## config.mk

```make
export PLATFORM = sky130hd
export DESIGN_NAME = dbf_beam_sched
export DESIGN_NICKNAME = d
export VERILOG_FILES = /design/src/rtl/dbf_pkg.sv /design/src/rtl/dbf_valid_dly.sv /design/src/rtl/dbf_beam_sched.sv
export SDC_FILE = /design/constraint.sdc
export NUM_CORES = 1
export LEC_CHECK = 0
export CORE_MARGIN = 3
export CORE_UTILIZATION = 48
export DETAILED_ROUTE_END_ITERATION = 8
export GPL_TIMING_DRIVEN = 0
export PLACE_DENSITY_LB_ADDON = 0.3
export SETUP_SLACK_MARGIN = 0.05
export SLEW_MARGIN = 10
export SYNTH_ARGS = -nofsm -noshare
export SYNTH_HDL_FRONTEND = slang
export SYNTH_HIERARCHICAL = 1
export SYNTH_SLANG_ARGS = --single-unit
```

## constraint.sdc

```tcl
create_clock -name clk -period 4.4 [get_ports clk]
set_input_delay 0.66 -clock clk [delete_from_list [all_inputs] [get_ports clk]]
set_output_delay 0.66 -clock clk [all_outputs]
set_load 0.005 [all_outputs]
```

## src/rtl/dbf_pkg.sv

```systemverilog
// Shared types and constants for the 24-channel DBF beam scheduler.
package dbf_pkg;
  localparam int CH_NUM        = 24;
  localparam int SUM_W         = 37;
  localparam int NUM_BEAMS_DEF = 16;

  typedef enum logic [1:0] {
    IDLE  = 2'd0,
    ISSUE = 2'd1,
    DRAIN = 2'd2
  } state_e;
endpackage

```

## src/rtl/dbf_valid_dly.sv

```systemverilog
// Fixed DEPTH-cycle delay of a valid strobe; latency DEPTH cycles, no backpressure.
module dbf_valid_dly #(
  parameter int DEPTH = 2
) (
  input  logic clk,
  input  logic rst_n,
  input  logic in_vld,
  output logic out_vld
);
  logic [DEPTH-1:0] sr_q, sr_d;

  always_comb begin
    sr_d    = sr_q;
    sr_d[0] = in_vld;
    for (int i = 1; i < DEPTH; i++) begin
      sr_d[i] = sr_q[i-1];
    end
  end

  always_ff @(posedge clk or negedge rst_n) begin
    if (!rst_n) sr_q <= '0;
    else        sr_q <= sr_d;
  end

  assign out_vld = sr_q[DEPTH-1];
endmodule

```

## src/rtl/dbf_beam_sched.sv

```systemverilog
// Beam scheduler: one weight read per beam, in-order result tagging; one beam/clock, snap_ready low while busy.
// Optional DBF_SCHED_STAT_EN adds frame_cnt/busy_cyc statistics ports.
module dbf_beam_sched #(
  parameter int NUM_BEAMS  = dbf_pkg::NUM_BEAMS_DEF,
  parameter int BEAM_W     = $clog2(NUM_BEAMS),
  parameter int WEIGHT_LAT = 2,
  parameter int SUM_W      = dbf_pkg::SUM_W
) (
  input  logic              clk,
  input  logic              rst_n,
  input  logic              snap_valid,
  output logic              snap_ready,
  output logic              weight_rd,
  output logic [BEAM_W-1:0] weight_addr,
  output logic              add_in_valid,
  input  logic              add_out_valid,
  input  logic [SUM_W-1:0]  add_data,
  output logic              beam_valid,
  output logic [BEAM_W-1:0] beam_idx,
  output logic [SUM_W-1:0]  beam_data,
  output logic              frame_done,
  output logic              seq_err
`ifdef DBF_SCHED_STAT_EN
  ,
  output logic [15:0]       frame_cnt,
  output logic [31:0]       busy_cyc
`endif
);
  import dbf_pkg::*;

  // Return counter needs one extra bit to tell "all results back" from "last beam pending".
  localparam int CNT_W = BEAM_W + 1;
  localparam logic [CNT_W-1:0]  LAST_CNT  = CNT_W'(NUM_BEAMS - 1);
  localparam logic [BEAM_W-1:0] LAST_ADDR = BEAM_W'(NUM_BEAMS - 1);

  state_e             state_q, state_d;
  logic               snap_ready_q, snap_ready_d;
  logic [BEAM_W-1:0]  iss_cnt_q, iss_cnt_d;
  logic               weight_rd_q, weight_rd_d;
  logic [BEAM_W-1:0]  weight_addr_q, weight_addr_d;
  logic [CNT_W-1:0]   rst_idx_q, rst_idx_d;
  logic               beam_valid_q, beam_valid_d;
  logic [BEAM_W-1:0]  beam_idx_q, beam_idx_d;
  logic [SUM_W-1:0]   beam_data_q, beam_data_d;
  logic               frame_done_q, frame_done_d;
  logic               seq_err_q, seq_err_d;
  logic               accept, take;

  assign accept = snap_valid & snap_ready_q;
  assign take   = add_out_valid && (state_q != IDLE) && (rst_idx_q <= LAST_CNT);

  always_comb begin
    state_d       = state_q;
    iss_cnt_d     = iss_cnt_q;
    rst_idx_d     = rst_idx_q;
    beam_idx_d    = beam_idx_q;
    beam_data_d   = beam_data_q;
    seq_err_d     = seq_err_q;
    snap_ready_d  = (state_q == IDLE) && !accept;
    weight_rd_d   = (state_q == ISSUE);
    weight_addr_d = (state_q == ISSUE) ? iss_cnt_q : '0;
    beam_valid_d  = take;
    frame_done_d  = take && (rst_idx_q == LAST_CNT);

    case (state_q)
      IDLE: begin
        if (accept) begin
          state_d   = ISSUE;
          iss_cnt_d = '0;
          rst_idx_d = '0;
        end
      end
      ISSUE: begin
        iss_cnt_d = iss_cnt_q + 1'b1;
        if (iss_cnt_q == LAST_ADDR) begin
          state_d   = DRAIN;
          iss_cnt_d = '0;
        end
      end
      DRAIN: begin
        if (take && (rst_idx_q == LAST_CNT)) state_d = IDLE;
      end
      default: state_d = IDLE;
    endcase

    if (take) begin
      rst_idx_d   = rst_idx_q + 1'b1;
      beam_idx_d  = rst_idx_q[BEAM_W-1:0];
      beam_data_d = add_data;
    end
    if (add_out_valid && !take) seq_err_d = 1'b1;
  end

  always_ff @(posedge clk or negedge rst_n) begin
    if (!rst_n) begin
      state_q       <= IDLE;
      snap_ready_q  <= 1'b0;
      iss_cnt_q     <= '0;
      weight_rd_q   <= 1'b0;
      weight_addr_q <= '0;
      rst_idx_q     <= '0;
      beam_valid_q  <= 1'b0;
      beam_idx_q    <= '0;
      beam_data_q   <= '0;
      frame_done_q  <= 1'b0;
      seq_err_q     <= 1'b0;
    end else begin
      state_q       <= state_d;
      snap_ready_q  <= snap_ready_d;
      iss_cnt_q     <= iss_cnt_d;
      weight_rd_q   <= weight_rd_d;
      weight_addr_q <= weight_addr_d;
      rst_idx_q     <= rst_idx_d;
      beam_valid_q  <= beam_valid_d;
      beam_idx_q    <= beam_idx_d;
      beam_data_q   <= beam_data_d;
      frame_done_q  <= frame_done_d;
      seq_err_q     <= seq_err_d;
    end
  end

  dbf_valid_dly #(.DEPTH(WEIGHT_LAT)) u_valid_dly (
    .clk     (clk),
    .rst_n   (rst_n),
    .in_vld  (weight_rd_q),
    .out_vld (add_in_valid)
  );

  assign snap_ready  = snap_ready_q;
  assign weight_rd   = weight_rd_q;
  assign weight_addr = weight_addr_q;
  assign beam_valid  = beam_valid_q;
  assign beam_idx    = beam_idx_q;
  assign beam_data   = beam_data_q;
  assign frame_done  = frame_done_q;
  assign seq_err     = seq_err_q;

`ifdef DBF_SCHED_STAT_EN
  logic [15:0] frame_cnt_q, frame_cnt_d;
  logic [31:0] busy_cyc_q, busy_cyc_d;

  always_comb begin
    frame_cnt_d = frame_cnt_q + {15'd0, frame_done_d};
    busy_cyc_d  = busy_cyc_q;
    if ((state_q != IDLE) && (busy_cyc_q != 32'hFFFF_FFFF)) busy_cyc_d = busy_cyc_q + 32'd1;
  end

  always_ff @(posedge clk or negedge rst_n) begin
    if (!rst_n) begin
      frame_cnt_q <= '0;
      busy_cyc_q  <= '0;
    end else begin
      frame_cnt_q <= frame_cnt_d;
      busy_cyc_q  <= busy_cyc_d;
    end
  end

  assign frame_cnt = frame_cnt_q;
  assign busy_cyc  = busy_cyc_q;
`endif
endmodule

```

==> impl_metrics.ini <==
[cts]
ctsHoldBuffers = 0
cts_tree = done
post-cts-setup-buffers = 0
cts_max_level = 3
cts_max_path_buffers = 2
worstSkewPairLatency_ps = 330
clock_sinks = 63
numCtsBuffers = 9
cts-root-buf = clkbuf_8
clkTransAtPathRegs_ps = 70
post_cts_resized = 0

[global_route]
grt_usage_pct = 19.40
grt_pass1_vias = 1741
gr-total-overflow = 0
met1_usage_pct = 24.54
grt_max_degree = 64
antenna_found_initial = 0
grtUsageMet2_pct = 30.39
grt_pass1_wl_um = 8970
busiest_layer = met2
grtUsageMet3_pct = 5.556

[floorplan]
core_area_sq_um = 4911
dieWidth_um = 78.74
start_util_pct = 51.72
io_pins = 92
die_h_um = 78.74
dieArea_sq_um = 6200
floorplan.rows = 25

[drt]
routed_wl_um = 5488
drtAntennaViolNets = 0
vias = 1674
dr.pass1.iters = 4
via_per_inst = 4.895
drc = 0
drt_iter0_markers = 64
wire_per_inst_um = 16.05

[yosys]
synth-edff-count = 0
synth_largest_area_cell = dfrtp_1
synth_cells = 168
synth.area.top_cells = dfrtp_1 (62%), mux2_4 (14%), mux2_2 (7.5%), buf_6 (1.8%), ha_1 (1.5%)
synth_seq_cells = 63
synthArstFlopShare_pct = 100.0
synth_cell_types = 31
ys_warn_count = 6
synth.cell_area_sq_um = 2540
yosys.area.top_type_share_pct = 62.07
synthFlopType = dfrtp_1
synth_nets = 212
synth.yosys.seq_area_share_pct = 62.07
synth.avg_cell_area_sq_um = 15.12

[worst_setup_path]
required_ps = 4610
max_stage_delay_ps = 430
crit_chain = ha_1 -> and3_1 -> ha_1 -> nand2b_1 -> o311a_1 -> buf_6 -> buf_6 -> mux2_4
cp_max_fo = 10
start_kind = flip-flop
endpoint_kind = flip-flop
path_class = flip-flop to flip-flop
arrival_ps = 2440
r2r_cells = 8
crit_slowest_cell = dfrtp_1

[power]
ir_drop_uv = 436.5
power.total_w = 0.002685
p_leak_nw = 1.649
powerDensity_nw_per_um2 = 719.8

[min_path]
worstHoldPathType = flip-flop to flip-flop
holdPathStages = 0

[finish]
final_nets = 314
drive_above_1_share_pct = 23.27
diodes = 0
num-fill-cells = 328
areaGrowthSynthToFinish_pct = 46.85

[sta]
fin_crit_sh_pct = 50.66
hold_ws_ps = 364.4
finClkSkew_ps = 6.962
setup_violations = 0
hold_viol = 0
fmax_ghz = 0.4486
worst_pin_slew_ps = 781.0
rsz0062_at_grt = no
period_minus_slack_ps = 2229
slew_headroom_pct = 47.93
maxSlewViolCount = 0
fin_setup_tns_ps = 0

[run_status]
status = completed

[placement]
hpwl_um = 3902
port-buffer-count = 91
gp_congestion = 0.7753

[run]
maxCapViolCount = 0
per-layer routing:
metal / wire, um / vias to the layer above
met5: 0 / -
met4: 97 / 0
met3: 287 / 8
met2: 2719 / 50
met1: 2382 / 822
li1: - / 794
cell type report:
cell class              instances  area (sq um)  area share [%]
flip-flops and latches         63          1577           42.27
inverters                       6         22.52          0.6038
repair buffers                 91         908.4           24.35
multi-input cells              92         882.1           23.65
plain buffers                   7         58.81           1.577
well taps                      67         83.83           2.248
clock buffers                  10         137.6           3.690
clock inverters                 6         60.06           1.610
final timing paths:
check | start | endpoint | slack [ps]
hold reg to reg | u_valid_dly/sr_q[0] | u_valid_dly/sr_q[1] | 360
max in group asynchronous | rst_n | frame_done | 3480
min in group asynchronous | rst_n | beam_data[18] | 390
setup / recovery | rst_idx_q[0] | beam_idx[3] | 2170
setup reg to reg | rst_idx_q[0] | beam_idx[3] | 2170
hold / removal | u_valid_dly/sr_q[0] | u_valid_dly/sr_q[1] | 360
cell usage in the layout, fill, tap and decap left out, drive strengths merged:
master / Yosys / routed
a311oi: 1 / 1
a21oi: 3 / 3
clkinvlp: 0 / 2
a211oi: 1 / 1
clkbuf: 1 / 11
mux2: 41 / 41
and2: 4 / 4
xor2: 1 / 1
nand4: 1 / 1
nand4bb: 1 / 1
and3: 2 / 2
o21bai: 1 / 1
nand2b: 3 / 3
nand3b: 1 / 1
clkinv: 0 / 3
nor3: 1 / 1
mux2i: 3 / 3
inv: 6 / 6
o211ai: 1 / 1
dfrtp: 63 / 63
or3: 1 / 1
a31oi: 2 / 2
o21a: 1 / 1
bufinv: 0 / 1
o22ai: 1 / 1
clkdlybuf4s50: 0 / 90
o311a: 1 / 1
nand3: 5 / 5
buf: 6 / 7
ha: 3 / 3
nor2: 1 / 1
o21ai: 4 / 4
nand2: 8 / 8
cell families (layout without fill, tap and decap cells):
kind of cell	Yosys count	count (layout)	share of synthesized area [%]
flip-flops	63	63	62.07
buffers and inverters	13	120	3.202
AND/OR/NAND/NOR	28	28	5.960
AO/OA/AOI/OAI	16	16	4.040
adder cells (fa/ha/maj)	3	3	1.478
multiplexers	44	44	22.91
XOR/XNOR	1	1	0.3449
registers in the layout, summed over array words and instances, names as in the netlist:
| signal | cells |
|---|---|
| weight_addr | 4 |
| beam_data | 37 |
| beam_idx | 4 |
| weight_rd | 1 |
| u_valid_dly/sr_q | 2 |
| snap_ready | 1 |
| seq_err | 1 |
| iss_cnt_q | 4 |
| frame_done | 1 |
| state_q | 2 |
| rst_idx_q | 5 |
| beam_valid | 1 |
cell usage after synthesis (2+ instances only):
cell type   n
dfrtp_1    63
mux2_4     24
mux2_2     17
nand2_1     8
inv_1       6
nand3_1     5
and2_1      4
buf_6       4
o21ai_0     4
a21oi_1     3
ha_1        3
mux2i_1     3
nand2b_1    3
a31oi_1     2
and3_1      2
buf_2       2
power by group:
part	switching [W]	total [W]	internal (W)	leakage (nW)
Clock	0.000220	0.000494	0.000274	0.0981
Combinational	0.000385	0.00117	0.000788	0.802
Sequential	0.000161	0.00102	0.000857	0.749
Total	0.000766	0.00268	0.00192	1.65
through the flow:
stage	setup WS [ps]	cell area, sq um	instances	utilization, %
after floorplan	2363	2540	168	-
after detailed placement	2026	3532	326	71.92
after global placement	679.6	3535	326	71.97
final	2171	3730	342	75.95
after global routing	2040	3730	342	75.95
after CTS	2175	3730	342	75.95
critical path: cells and delay by family (launching register included):
kind	cells	cell delay, ps
AND/OR/NAND/NOR	2	360
adder cells (fa/ha/maj)	2	410
multiplexers	1	310
flip-flops	1	430
buffers and inverters	2	360
AO/OA/AOI/OAI	1	230
No activity file was read; power rests on OpenSTA's default activity.
